$ cat config.mk
export PLATFORM = sky130hd
export DESIGN_NAME = sap_control_sequencer
export DESIGN_NICKNAME = d
export VERILOG_FILES = /design/src/rtl/sap_pkg.sv /design/src/rtl/sap_ring_counter.sv /design/src/rtl/sap_control_sequencer.sv
export SDC_FILE = /design/constraint.sdc
export NUM_CORES = 1
export LEC_CHECK = 0
export ABC_AREA = 0
export BUFFER_PORTS_ARGS = -buffer_cell sky130_fd_sc_hd__buf_2
export CORE_MARGIN = 2
export CORE_UTILIZATION = 42
export CTS_CLUSTER_DIAMETER = 150
export DETAILED_ROUTE_END_ITERATION = 7
export GPL_TIMING_DRIVEN = 0
export PLACE_DENSITY = 0.8
export SLEW_MARGIN = 25
export SYNTH_ARGS = -nofsm -noshare
export SYNTH_HDL_FRONTEND = slang
export SYNTH_SLANG_ARGS = --single-unit
$ cat constraint.sdc
create_clock -name clock -period 2.17 [get_ports clock]
set_clock_uncertainty 0.2 [all_clocks]
set_input_delay 0.3255 -clock clock [delete_from_list [all_inputs] [get_ports clock]]
set_output_delay 0.3255 -clock clock [all_outputs]
set_load 0.05 [all_outputs]
$ cat src/rtl/sap_pkg.sv
// sap_pkg: shared opcodes, ring states and control-word constants for the SAP-1 sequencer
package sap_pkg;

    typedef enum logic [3:0] {
        OP_LDA = 4'h0,
        OP_ADD = 4'h1,
        OP_SUB = 4'h2,
        OP_OUT = 4'hE,
        OP_HLT = 4'hF
    } opcode_e;

    // bit positions inside control_word {Cp, Ep, Lm_n, Ce_n, Li_n, Ei_n, La_n, Ea, Su, Eu, Lb_n, Lo_n}
    localparam int CP   = 11;
    localparam int EP   = 10;
    localparam int LM_N = 9;
    localparam int CE_N = 8;
    localparam int LI_N = 7;
    localparam int EI_N = 6;
    localparam int LA_N = 5;
    localparam int EA   = 4;
    localparam int SU   = 3;
    localparam int EU   = 2;
    localparam int LB_N = 1;
    localparam int LO_N = 0;

    localparam logic [5:0] T1 = 6'b000001;
    localparam logic [5:0] T2 = 6'b000010;
    localparam logic [5:0] T3 = 6'b000100;
    localparam logic [5:0] T4 = 6'b001000;
    localparam logic [5:0] T5 = 6'b010000;
    localparam logic [5:0] T6 = 6'b100000;

    localparam logic [11:0] CW_T1     = 12'h5E3;
    localparam logic [11:0] CW_T2     = 12'hBE3;
    localparam logic [11:0] CW_T3     = 12'h263;
    localparam logic [11:0] CW_NOP    = 12'h3E3;
    localparam logic [11:0] CW_LDA_T4 = 12'h1A3;
    localparam logic [11:0] CW_LDA_T5 = 12'h2C3;
    localparam logic [11:0] CW_LDA_T6 = 12'h3E3;
    localparam logic [11:0] CW_ADD_T4 = 12'h1A3;
    localparam logic [11:0] CW_ADD_T5 = 12'h2E1;
    localparam logic [11:0] CW_ADD_T6 = 12'h3C7;
    localparam logic [11:0] CW_SUB_T4 = 12'h1A3;
    localparam logic [11:0] CW_SUB_T5 = 12'h2E1;
    localparam logic [11:0] CW_SUB_T6 = 12'h3CF;
    localparam logic [11:0] CW_OUT_T4 = 12'h3F2;
    localparam logic [11:0] CW_OUT_T5 = 12'h3E3;
    localparam logic [11:0] CW_OUT_T6 = 12'h3E3;

endpackage

$ cat src/rtl/sap_ring_counter.sv
// sap_ring_counter: 6-state one-hot T-state ring with hold and illegal-state recovery
//   clock   in  rising-edge clock
//   reset   in  async active-low, forces T1
//   hold    in  freeze current state (halt)
//   t_state out one-hot state, bit0=T1
module sap_ring_counter
    import sap_pkg::*;
(
    input  logic       clock,
    input  logic       reset,
    input  logic       hold,
    output logic [5:0] t_state
);

    logic legal;

    // exactly one bit set; anything else re-enters the ring at T1 even while held
    assign legal = (t_state != 6'd0) && ((t_state & (t_state - 6'd1)) == 6'd0);

    always_ff @(posedge clock or negedge reset) begin
        if (!reset)
            t_state <= T1;
        else if (!legal)
            t_state <= T1;
        else if (!hold)
            t_state <= {t_state[4:0], t_state[5]};
    end

endmodule

$ cat src/rtl/sap_control_sequencer.sv
// sap_control_sequencer: SAP-1 T-state sequencer and instruction decoder driving the control word
//   clock        in  rising-edge clock
//   reset        in  async active-low, returns to T1 and clears halt
//   instruction  in  opcode from IR, used during T4..T6 only
//   control_word out {Cp,Ep,Lm_n,Ce_n,Li_n,Ei_n,La_n,Ea,Su,Eu,Lb_n,Lo_n}
//   t_state      out one-hot ring state
//   halted       out set after HLT leaves T4, held until reset
module sap_control_sequencer
    import sap_pkg::*;
(
    input  logic        clock,
    input  logic        reset,
    input  logic [3:0]  instruction,
    output logic [11:0] control_word,
    output logic [5:0]  t_state,
    output logic        halted
);

    sap_ring_counter u_ring (
        .clock   (clock),
        .reset   (reset),
        .hold    (halted),
        .t_state (t_state)
    );

    always_ff @(posedge clock or negedge reset) begin
        if (!reset)
            halted <= 1'b0;
        else if (t_state == T4 && instruction == OP_HLT)
            halted <= 1'b1;
    end

    // NOP is the default so halted, illegal states and unknown opcodes all idle the datapath
    always_comb begin
        control_word = CW_NOP;
        if (!halted) begin
            case (t_state)
                T1: control_word = CW_T1;
                T2: control_word = CW_T2;
                T3: control_word = CW_T3;
                T4: case (instruction)
                    OP_LDA:  control_word = CW_LDA_T4;
                    OP_ADD:  control_word = CW_ADD_T4;
                    OP_SUB:  control_word = CW_SUB_T4;
                    OP_OUT:  control_word = CW_OUT_T4;
                    default: control_word = CW_NOP;
                endcase
                T5: case (instruction)
                    OP_LDA:  control_word = CW_LDA_T5;
                    OP_ADD:  control_word = CW_ADD_T5;
                    OP_SUB:  control_word = CW_SUB_T5;
                    OP_OUT:  control_word = CW_OUT_T5;
                    default: control_word = CW_NOP;
                endcase
                T6: case (instruction)
                    OP_LDA:  control_word = CW_LDA_T6;
                    OP_ADD:  control_word = CW_ADD_T6;
                    OP_SUB:  control_word = CW_SUB_T6;
                    OP_OUT:  control_word = CW_OUT_T6;
                    default: control_word = CW_NOP;
                endcase
                default: control_word = CW_NOP;
            endcase
        end
    end

endmodule

==> results of run 1 <==
-- layout by cell type, fill, tap and decap left out, types with 2 or more instances in the layout --
master / synthesis / final
sky130_fd_sc_hd__buf_8: 0 / 3
sky130_fd_sc_hd__dfrtp_2: 0 / 6
sky130_fd_sc_hd__nor2_1: 6 / 5
sky130_fd_sc_hd__mux2i_1: 4 / 4
sky130_fd_sc_hd__a21oi_2: 0 / 3
sky130_fd_sc_hd__buf_2: 0 / 12
sky130_fd_sc_hd__o211ai_1: 2 / 2
sky130_fd_sc_hd__xnor2_1: 2 / 2
sky130_fd_sc_hd__o21ai_0: 3 / 3
sky130_fd_sc_hd__buf_6: 2 / 14
sky130_fd_sc_hd__buf_4: 2 / 15
sky130_fd_sc_hd__a21o_1: 2 / 2
sky130_fd_sc_hd__or4_4: 1 / 3
sky130_fd_sc_hd__clkbuf_4: 0 / 3
sky130_fd_sc_hd__nand2_1: 5 / 3
sky130_fd_sc_hd__nor3_4: 0 / 4
-- power by group --
group          switching (mW)  internal (mW)  total (mW)
Combinational            1.04          0.718        1.75
Clock                  0.0587         0.0708       0.129
Sequential             0.0644          0.193       0.257
Total                    1.16          0.982        2.14
-- through the flow --
| stage | setup WS (ns) | std cells | hold slack [ns] |
|---|---|---|---|
| 3_5_place_dp | -0.368 | 113 | -0.0310 |
| 6_report | -0.551 | 133 | 0.153 |
| 2_1_floorplan | -0.305 | 74 | -0.170 |
| 4_1_cts | -0.471 | 128 | 0.155 |
| 5_1_grt | -0.604 | 133 | 0.165 |
| 3_3_place_gp | -0.360 | 113 | -0.0366 |
-- cells by family after synthesis --
kind of cell | share of synthesized area [%]
and+or+nand+nor | 31.8
AOI/OAI and AO/OA | 21.0
DFF | 28.2
buffers and inverters | 8.00
muxes | 8.20
xor gates and xnor gates | 2.80
-- layout make-up --
cell class                 instances  share of cell area (%)
timing repair buffer              42                    29.9
inverter                           1                   0.313
multi-input combinational         60                    48.1
sequential                         7                    15.3
tap                               15                    1.56
buffer                             4                    2.60
clock buffer                       4                    2.19
-- sequential cells by signal (all words and copies together) (netlist names) --
name            count
halted              1
u_ring.t_state      6
-- per-layer routing --
layer	up-vias	wire (um)	GRT usage (%)
li1	366	-	-
met1	391	903	32.0
met2	54	1310	43.4
met3	19	198	8.62
met4	0	151	17.5
met5	-	0	0
-- worst paths after layout --
| path | startpoint | end | cells past startpoint |
|---|---|---|---|
| max | u_ring.t_state[1] | control_word[6] | 5 |
| min | instruction[0] | halted | 2 |
| max reg2reg | u_ring.t_state[4] | u_ring.t_state[5] | 11 |
| min reg2reg | u_ring.t_state[5] | u_ring.t_state[5] | 2 |
| max in group asynchronous | reset | u_ring.t_state[0] | 2 |
| min in group asynchronous | reset | u_ring.t_state[1] | 2 |
-- timing repair --
action / in CTS / in global routing
hold endpoints to repair: 7 / 0
pin swaps: 8 / 13
resized for setup: 31 / 25
buffers inserted: 12 / 6
endpoints found under the setup margin: 11 / 16
hold buffers: 1 / 0
==> Flow_metrics.wiki, run 1 <==
{| class="wikitable"
! Metric !! Value
|-
| Outcome || finished with violations
|-
| Failing checks || setup timing
|-
| Initial Utilization || 46.3%
|-
| Final-layout fill cell count || 62
|-
| Clock edge transition at the registers on the reported setup and hold paths || 0.06 ns
|-
| Standard-cell rows || 13
|-
| CP startpoint kind || flop
|-
| Maximum number of pins on one net before global-route repair || 11
|-
| Vias per std cell || 6.24
|-
| Synth area leader || sky130_fd_sc_hd__dfrtp_1
|-
| IO Count || 25
|-
| Synth top area cells || sky130_fd_sc_hd__dfrtp_1 (24%), sky130_fd_sc_hd__mux2i_1 (6.4%), sky130_fd_sc_hd__nor3_1 (4.8%), sky130_fd_sc_hd__dfstp_2 (4.2%), sky130_fd_sc_hd__a21oi_1 (4.0%)
|-
| Final Worst Setup Slack || -0.551 ns
|-
| Class of the most critical setup path || reg -> out
|-
| Sink Count || 7
|-
| Delay of the slowest critical-path stage || 0.56 ns
|-
| Total area of multi-input combinational cells || 578 sq um
|-
| Critical path, cell by cell || or4_4 -> nor3b_4 -> nand2_1 -> or3_4 -> buf_8
|-
| Flop-to-flop setup slack || -0.26 ns
|-
| Level count of the clock H-tree || 1
|-
| Lkg Pwr || 0.497 nW
|-
| Vias post-DR || 830
|-
| Residual DRC || 0
|-
| Clock Tree Root || sky130_fd_sc_hd__clkbuf_4
|-
| Most used standard cells in the synthesized netlist || sky130_fd_sc_hd__dfrtp_1 (6), sky130_fd_sc_hd__nor2_1 (6), sky130_fd_sc_hd__nor3_1 (6)
|-
| Dpl cell area || 838 sq um
|-
| Synthesized netlist net count || 80
|-
| Hpwl dp || 1.20 mm
|-
| Fraction of the cycle the final worst path needs || 125%
|-
| Fraction of final layout cells sized beyond drive strength 1 || 72.9%
|-
| Synth Area per Inst || 8.45 sq um
|-
| Measured slew at the worst slew-check pin || 0.418 ns
|-
| CP Max Fanout || 3
|-
| Number of maximum-capacitance constraint violations || 0
|-
| TritonCTS buffer count || 3
|-
| Number of flops mapped to enable cells by yosys || 0
|-
| Final Wtd Congestion || 0.793
|-
| Util after Layout || 89.0%
|-
| Arrival time reported for the critical path endpoint || 2.20 ns
|-
| Power Total || 2.14 mW
|-
| GRT overflow || 0
|-
| Ant. Diodes || 0
|-
| Power density normalized to cell area || 1780 nW/um^2
|-
| Fraction of synthesized cell area taken by the top area cell type || 24.0%
|-
| Number of iterations in the first detailed-routing pass || 4
|-
| Crit path time final || 2.72 ns
|-
| Distinct cell type count after synthesis || 36
|-
| Proportion of synthesized flip-flops having asynchronous set or reset || 100%
|-
| Setup_tns || -3.98 ns
|-
| Antenna Violating Nets Remaining || 0
|-
| CP required || 1.64 ns
|-
| Family with the most delay on the worst path || simple AND/OR/NAND/NOR gates
|-
| Most used flip-flop cell after synthesis || sky130_fd_sc_hd__dfrtp_1
|-
| Critical path buffer and inverter count || 1
|-
| Total length of routed wires || 2.56 mm
|-
| Hold Vio Cnt, Final || 0
|-
| Number of nets in the final layout || 125
|-
| Cell area after synthesis || 626 sq um
|-
| Global router's overall resource usage || 27.6%
|-
| Yosys warnings || 0
|-
| Flip-flop and latch count after synthesis || 7
|-
| RSZ-0062 raised after global routing || yes
|-
| Core box area || 1350 sq um
|-
| Number of global-route vias before repair || 776
|-
| Maximum number of buffers from clock root to sink || 2
|-
| Count of final setup violators || 16
|-
| Mean routed wirelength per cell || 19.3 um
|-
| Critical-path top delay cell || sky130_fd_sc_hd__or4_4
|-
| Die footprint || 1810 sq um
|-
| Final Slew Violations || 0
|-
| Die Width || 42.6 um
|-
| Worst vdd rail ir drop || 1.30 mV
|-
| Finished layout cell area || 1200 sq um
|-
| Wire length of the first global-routing pass || 3.66 mm
|-
| Clock latency reported for the late side of the worst-skew pair || 0.27 ns
|-
| CTS tree || done
|-
| Share of the yosys chip area belonging to registers || 28.2%
|-
| Worst min-delay path class || in -> reg
|-
| Number of buffer cells added on primary ports || 24
|-
| Number of antenna violations at the first check in global routing || 0
|-
| Synthesis-to-finish area growth || 92.0%
|-
| Violation count after the first detailed-routing iteration || 19
|-
| Sequential cell area in the final layout || 184 sq um
|-
| Chip height || 42.6 um
|-
| Post-Synthesis Cells || 74
|-
| Element type at the critical path end || primary output
|-
| Achievable Freq || 0.368 GHz
|-
| Worst slew margin relative to its limit || 71.9%
|}
Note: power is estimated with default switching activity, not from simulation.
==> run 2: changes to the inputs <==
- CORE_UTILIZATION: 42 -> 44
- CTS_BUF_LIST: unset -> sky130_fd_sc_hd__clkbuf_2
- PLACE_DENSITY: 0.8 -> 0.83
- SETUP_SLACK_MARGIN: unset -> 0.05
==> Flow_metrics.wiki, run 2 (synthesized netlist as in run 1, its figures left out) <==
{| class="wikitable"
! Metric !! Value
|-
| Number of global-route vias before repair || 709
|-
| Vias post-DR || 852
|-
| Measured slew at the worst slew-check pin || 0.511 ns
|-
| Hold Vio Cnt, Final || 0
|-
| GRT overflow || 0
|-
| Sink Count || 7
|-
| Element type at the critical path end || primary output
|-
| Largest register by flop count || u_ring.t_state
|-
| Worst vdd rail ir drop || 1.14 mV
|-
| Clock edge transition at the registers on the reported setup and hold paths || 0.09 ns
|-
| Final Wtd Congestion || 0.814
|-
| Violation count after the first detailed-routing iteration || 33
|-
| Crit path time final || 2.68 ns
|-
| Arrival time reported for the critical path endpoint || 2.15 ns
|-
| Standard-cell rows || 13
|-
| Clock Tree Root || sky130_fd_sc_hd__clkbuf_2
|-
| Final non-filler cell total || 135
|-
| Worst R2R End || u_ring.t_state[5]
|-
| Die Width || 41.7 um
|-
| CP required || 1.64 ns
|-
| Maximum number of buffers from clock root to sink || 2
|-
| Global router's overall resource usage || 27.5%
|-
| Count of final setup violators || 11
|-
| Core box area || 1320 sq um
|-
| Number of iterations in the first detailed-routing pass || 4
|-
| Clock latency reported for the late side of the worst-skew pair || 0.26 ns
|-
| RSZ-0062 raised after global routing || yes
|-
| Level count of the clock H-tree || 1
|-
| Post-Route Hold Slack || 0.181 ns
|-
| Class of the most critical setup path || reg -> out
|-
| Worst min-delay path class || in -> reg
|-
| Initial Utilization || 47.5%
|-
| Registers with the most flip-flops || u_ring.t_state: 6 flops, halted: 1 flops
|-
| Number of nets in the final layout || 127
|-
| Total length of routed wires || 2.87 mm
|-
| Number of buffer cells added on primary ports || 24
|-
| Achievable Freq || 0.374 GHz
|-
| Chip height || 41.7 um
|-
| Most frequent standard cell in the layout excluding fill and tap cells || sky130_fd_sc_hd__buf_4
|-
| Finished layout cell area || 1180 sq um
|-
| Outcome || finished with violations
|-
| Antenna Violating Nets Remaining || 0
|-
| Critical-path top delay cell || sky130_fd_sc_hd__or4_4
|-
| TritonCTS buffer count || 3
|-
| R2R depth || 7
|-
| CP Max Fanout || 4
|-
| Family with the most delay on the worst path || simple AND/OR/NAND/NOR gates
|-
| IO Count || 25
|-
| Worst slew margin relative to its limit || 65.7%
|-
| Final-layout fill cell count || 59
|-
| Number of maximum-capacitance constraint violations || 0
|-
| Synthesis-to-finish area growth || 88.6%
|-
| Lkg Pwr || 0.516 nW
|-
| Vias per std cell || 6.31
|-
| Net switching fraction of the power || 55.1%
|-
| Die footprint || 1740 sq um
|-
| Final Slew Violations || 0
|-
| Delay of the slowest critical-path stage || 0.52 ns
|-
| Clk network pwr share || 5.2%
|-
| Worst hold start || instruction[0]
|-
| Worst setup slack before clock tree synthesis || -0.366 ns
|-
| Hpwl dp || 1.22 mm
|-
| Final Worst Setup Slack || -0.507 ns
|-
| Mean routed wirelength per cell || 21.3 um
|-
| CTS tree || done
|-
| Number of antenna violations at the first check in global routing || 0
|-
| Hold Path Sink || halted
|-
| Residual DRC || 0
|-
| Dpl cell area || 838 sq um
|-
| CP startpoint kind || flop
|-
| Wire length of the first global-routing pass || 3.57 mm
|-
| Flip-flop count of the largest register, all copies and words added || 6
|-
| Start of the worst register-to-register path || u_ring.t_state[4]
|-
| Net load switching power || 1.10 mW
|-
| Power density normalized to cell area || 1700 nW/um^2
|-
| Maximum number of pins on one net before global-route repair || 11
|-
| Ant. Diodes || 0
|-
| Design internal power || 898 uW
|-
| Fraction of final layout cells sized beyond drive strength 1 || 70.8%
|-
| Critical path, cell by cell || or4_4 -> nor3b_4 -> nand2_2 -> or3_4 -> buf_8
|-
| Setup_tns || -3.45 ns
|-
| Logic gate share of total power || 83.1%
|-
| Failing checks || setup timing
|-
| Fraction of the cycle the final worst path needs || 123%
|-
| Critical path buffer and inverter count || 1
|-
| Number of stages on the worst hold path || 2
|-
| Flop-to-flop setup slack || 0.02 ns
|-
| Fraction of power consumed by sequential logic || 11.6%
|-
| Most frequent cells in the layout || sky130_fd_sc_hd__buf_4 (17), sky130_fd_sc_hd__buf_2 (12), sky130_fd_sc_hd__buf_6 (12), sky130_fd_sc_hd__dfrtp_2 (6)
|-
| Cell count after placement || 113
|}
-- run 2: layout make-up --
cell class	count	area, sq um	area share [%]
flip-flops and latches	7	184	15.6
multi-input cells	60	541	45.8
repair buffers	44	378	32.0
plain buffers	4	35.0	2.97
well taps	15	18.8	1.59
inverters	1	3.75	0.318
clock buffers	4	20.0	1.70
-- run 2: power groups by stage --
stage	Combinational (mW)	Sequential [mW]	Clock [mW]
after CTS	1.44	0.219	0.102
after floorplan	0.767	0.391	0
after detailed placement	1.13	0.235	0
after global placement	1.10	0.230	0
after global routing	1.73	0.237	0.115
final	1.66	0.233	0.105
-- run 2: metrics by stage --
step / total power [mW] / util [%]
2_1_floorplan: 1.16 / -
3_3_place_gp: 1.33 / 63.6
3_5_place_dp: 1.36 / 63.6
4_1_cts: 1.76 / 81.3
5_1_grt: 2.08 / 89.6
6_report: 2.00 / 89.6
-- run 2: worst max-delay path by stage --
stage / depth (start not counted) / start / slack [ns] / to
6_report: 5 / u_ring.t_state[1] / -0.51 / control_word[6]
5_1_grt: 5 / u_ring.t_state[1] / -0.57 / control_word[6]
4_1_cts: 6 / u_ring.t_state[1] / -0.45 / control_word[6]
3_5_place_dp: 6 / u_ring.t_state[0] / -0.37 / control_word[6]
3_3_place_gp: 6 / u_ring.t_state[0] / -0.33 / control_word[4]
2_1_floorplan: 4 / u_ring.t_state[5] / -0.30 / control_word[8]
-- run 2: metal layers --
layer  vias to the layer above  routed length [um]  GRT usage [%]
li1                        370                   -              -
met1                       403                1090           36.3
met2                        69                1420           42.8
met3                        10                 276           7.83
met4                         0                  84           9.68
met5                         -                   0              0
-- run 2: worst reg2reg max path, cell delays in order, from the launching register on --
cell and delay, ns:
sky130_fd_sc_hd__dfrtp_2 0.41, sky130_fd_sc_hd__buf_6 0.13, sky130_fd_sc_hd__or4_4 0.56, sky130_fd_sc_hd__buf_6 0.15, sky130_fd_sc_hd__buf_4 0.13, sky130_fd_sc_hd__a21o_1 0.22, sky130_fd_sc_hd__o211ai_1 0.12, sky130_fd_sc_hd__a22oi_1 0.09
-- run 2: timing repair --
| action | 4_1_cts | 5_1_grt |
|---|---|---|
| endpoints found under the setup margin | 12 | 12 |
| hold buffers | 1 | 0 |
| pin swaps | 10 | 11 |
| cloned | 0 | 0 |
| gates resized for setup | 34 | 18 |
| hold endpoints to repair | 7 | 0 |
| setup buffers | 10 | 11 |
==> run 3: changes to the inputs <==
- GPL_TIMING_DRIVEN: 0 -> unset
==> Flow_metrics.wiki, run 3 (synthesized netlist as in run 1, its figures left out) <==
{| class="wikitable"
! Metric !! Value
|-
| Ant. Diodes || 0
|-
| Antenna Violating Nets Remaining || 0
|-
| Worst R2R End || halted
|-
| Worst slew margin relative to its limit || 72.4%
|-
| CP Max Fanout || 3
|-
| Number of maximum-capacitance constraint violations || 0
|-
| Level count of the clock H-tree || 1
|-
| Cell count after placement || 121
|-
| Final Wtd Congestion || 0.826
|-
| RSZ-0062 raised after global routing || yes
|-
| Vias post-DR || 889
|-
| Global router's overall resource usage || 31.5%
|-
| Clock latency reported for the late side of the worst-skew pair || 0.22 ns
|-
| Start of the worst register-to-register path || u_ring.t_state[5]
|-
| Most frequent standard cell in the layout excluding fill and tap cells || sky130_fd_sc_hd__buf_4
|-
| Total length of routed wires || 3.07 mm
|-
| CTS tree || done
|-
| Number of iterations in the first detailed-routing pass || 4
|-
| Number of nets in the final layout || 128
|-
| Synthesis-to-finish area growth || 94.6%
|-
| Clock edge transition at the registers on the reported setup and hold paths || 0.07 ns
|-
| Maximum number of pins on one net before global-route repair || 14
|-
| Sink Count || 7
|-
| Residual DRC || 0
|-
| Chip height || 41.7 um
|-
| Mean routed wirelength per cell || 22.6 um
|-
| Worst min-delay path class || in -> async
|-
| Clock Tree Root || sky130_fd_sc_hd__clkbuf_2
|-
| Violation count after the first detailed-routing iteration || 90
|-
| Class of the most critical setup path || reg -> out
|-
| Wire length of the first global-routing pass || 4.09 mm
|-
| Element type at the critical path end || primary output
|-
| Vias per std cell || 6.54
|-
| Number of buffer cells added on primary ports || 24
|-
| Flop-to-flop setup slack || 0 ns
|-
| Number of global-route vias before repair || 782
|-
| Post-Route Hold Slack || 0.251 ns
|-
| Flip-flop count of the largest register, all copies and words added || 6
|-
| GRT overflow || 0
|-
| Final non-filler cell total || 136
|-
| Measured slew at the worst slew-check pin || 0.412 ns
|-
| Achievable Freq || 0.384 GHz
|-
| Standard-cell rows || 13
|-
| Arrival time reported for the critical path endpoint || 2.08 ns
|-
| Final Worst Setup Slack || -0.434 ns
|-
| Core box area || 1320 sq um
|-
| CP startpoint kind || flop
|-
| Power density normalized to cell area || 1690 nW/um^2
|-
| Count of final setup violators || 10
|-
| Final Slew Violations || 0
|-
| Maximum number of buffers from clock root to sink || 2
|-
| IO Count || 25
|-
| Registers with the most flip-flops || u_ring.t_state: 6 flops, halted: 1 flops
|-
| Fraction of the cycle the final worst path needs || 120%
|-
| Worst vdd rail ir drop || 1.30 mV
|-
| Hold Vio Cnt, Final || 0
|-
| Crit path time final || 2.60 ns
|-
| R2R depth || 6
|-
| Die footprint || 1740 sq um
|-
| Fraction of final layout cells sized beyond drive strength 1 || 71.9%
|-
| Largest register by flop count || u_ring.t_state
|-
| CP required || 1.64 ns
|-
| Outcome || finished with violations
|-
| Lkg Pwr || 0.522 nW
|-
| TritonCTS buffer count || 3
|-
| Number of antenna violations at the first check in global routing || 0
|-
| Die Width || 41.7 um
|-
| Failing checks || setup timing
|-
| Hpwl dp || 1.52 mm
|-
| Initial Utilization || 47.5%
|-
| Most frequent cells in the layout || sky130_fd_sc_hd__buf_4 (18), sky130_fd_sc_hd__buf_6 (14), sky130_fd_sc_hd__buf_2 (12), sky130_fd_sc_hd__dfrtp_2 (6), sky130_fd_sc_hd__nor2_1 (5)
|}
## run 3: where the power goes
group / leakage, nW / internal (mW) / switching, mW
Clock: 0.0166 / 0.0490 / 0.0444
Sequential: 0.0821 / 0.192 / 0.0451
Combinational: 0.424 / 0.684 / 1.05
## run 3: critical path, cell delays in order, from the launching register on
cell and delay, ns:
sky130_fd_sc_hd__dfrtp_2 0.41, sky130_fd_sc_hd__or4_4 0.55, sky130_fd_sc_hd__nor3b_4 0.30, sky130_fd_sc_hd__nand2_2 0.09, sky130_fd_sc_hd__or3_4 0.34, sky130_fd_sc_hd__buf_8 0.16
## run 3: area by class of cell
type                    count  area [sq um]
repair buffers             49           423
multi-input cells          60           568
fillers                    47           100
clock buffers               4          20.0
well taps                  15          18.8
flip-flops and latches      7           184
inverters                   1          3.75
## run 3: worst max path at each step
stage,start,end,slack [ns],cells after the start
floorplan,u_ring.t_state[5],control_word[8],-0.30,4
global placement,u_ring.t_state[1],control_word[6],-0.16,5
detailed placement,u_ring.t_state[1],control_word[6],-0.21,5
CTS,u_ring.t_state[1],control_word[6],-0.41,5
global route,u_ring.t_state[5],control_word[8],-0.51,7
finish,u_ring.t_state[5],control_word[6],-0.43,5
## run 3: routing by layer
layer / vias to the layer above / part of all wire (%) / routed length, um / global-route usage (%)
met2: 75 / 51 / 1560 / 54.4
met4: 0 / 4.8 / 148 / 15.5
li1: 376 / - / - / -
met5: - / 0 / 0 / 0
met1: 418 / 37 / 1130 / 38.6
met3: 20 / 7.7 / 237 / 3.48
## run 3: per-stage QoR
| step | total power [mW] | cell area (sq um) | setup WS [ns] | utilization [%] | TNS [ns] |
|---|---|---|---|---|---|
| 6_report | 2.06 | 1220 | -0.434 | 92.4 | -2.79 |
| 5_1_grt | 2.15 | 1220 | -0.505 | 92.4 | -3.70 |
| 4_1_cts | 1.81 | 1120 | -0.406 | 85.0 | -1.73 |
| 3_5_place_dp | 1.48 | 897 | -0.208 | 68.1 | -0.748 |
| 3_3_place_gp | 1.44 | 897 | -0.158 | 68.1 | -0.493 |
| 2_1_floorplan | 1.16 | 699 | -0.305 | - | -2.25 |
## run 3: timing repair
item	in CTS	in global routing
setup buffers	5	5
endpoints found under the hold margin	7	0
gates resized for setup	38	17
pin swaps	5	8
endpoints found under the setup margin	10	12
hold buffers	1	0
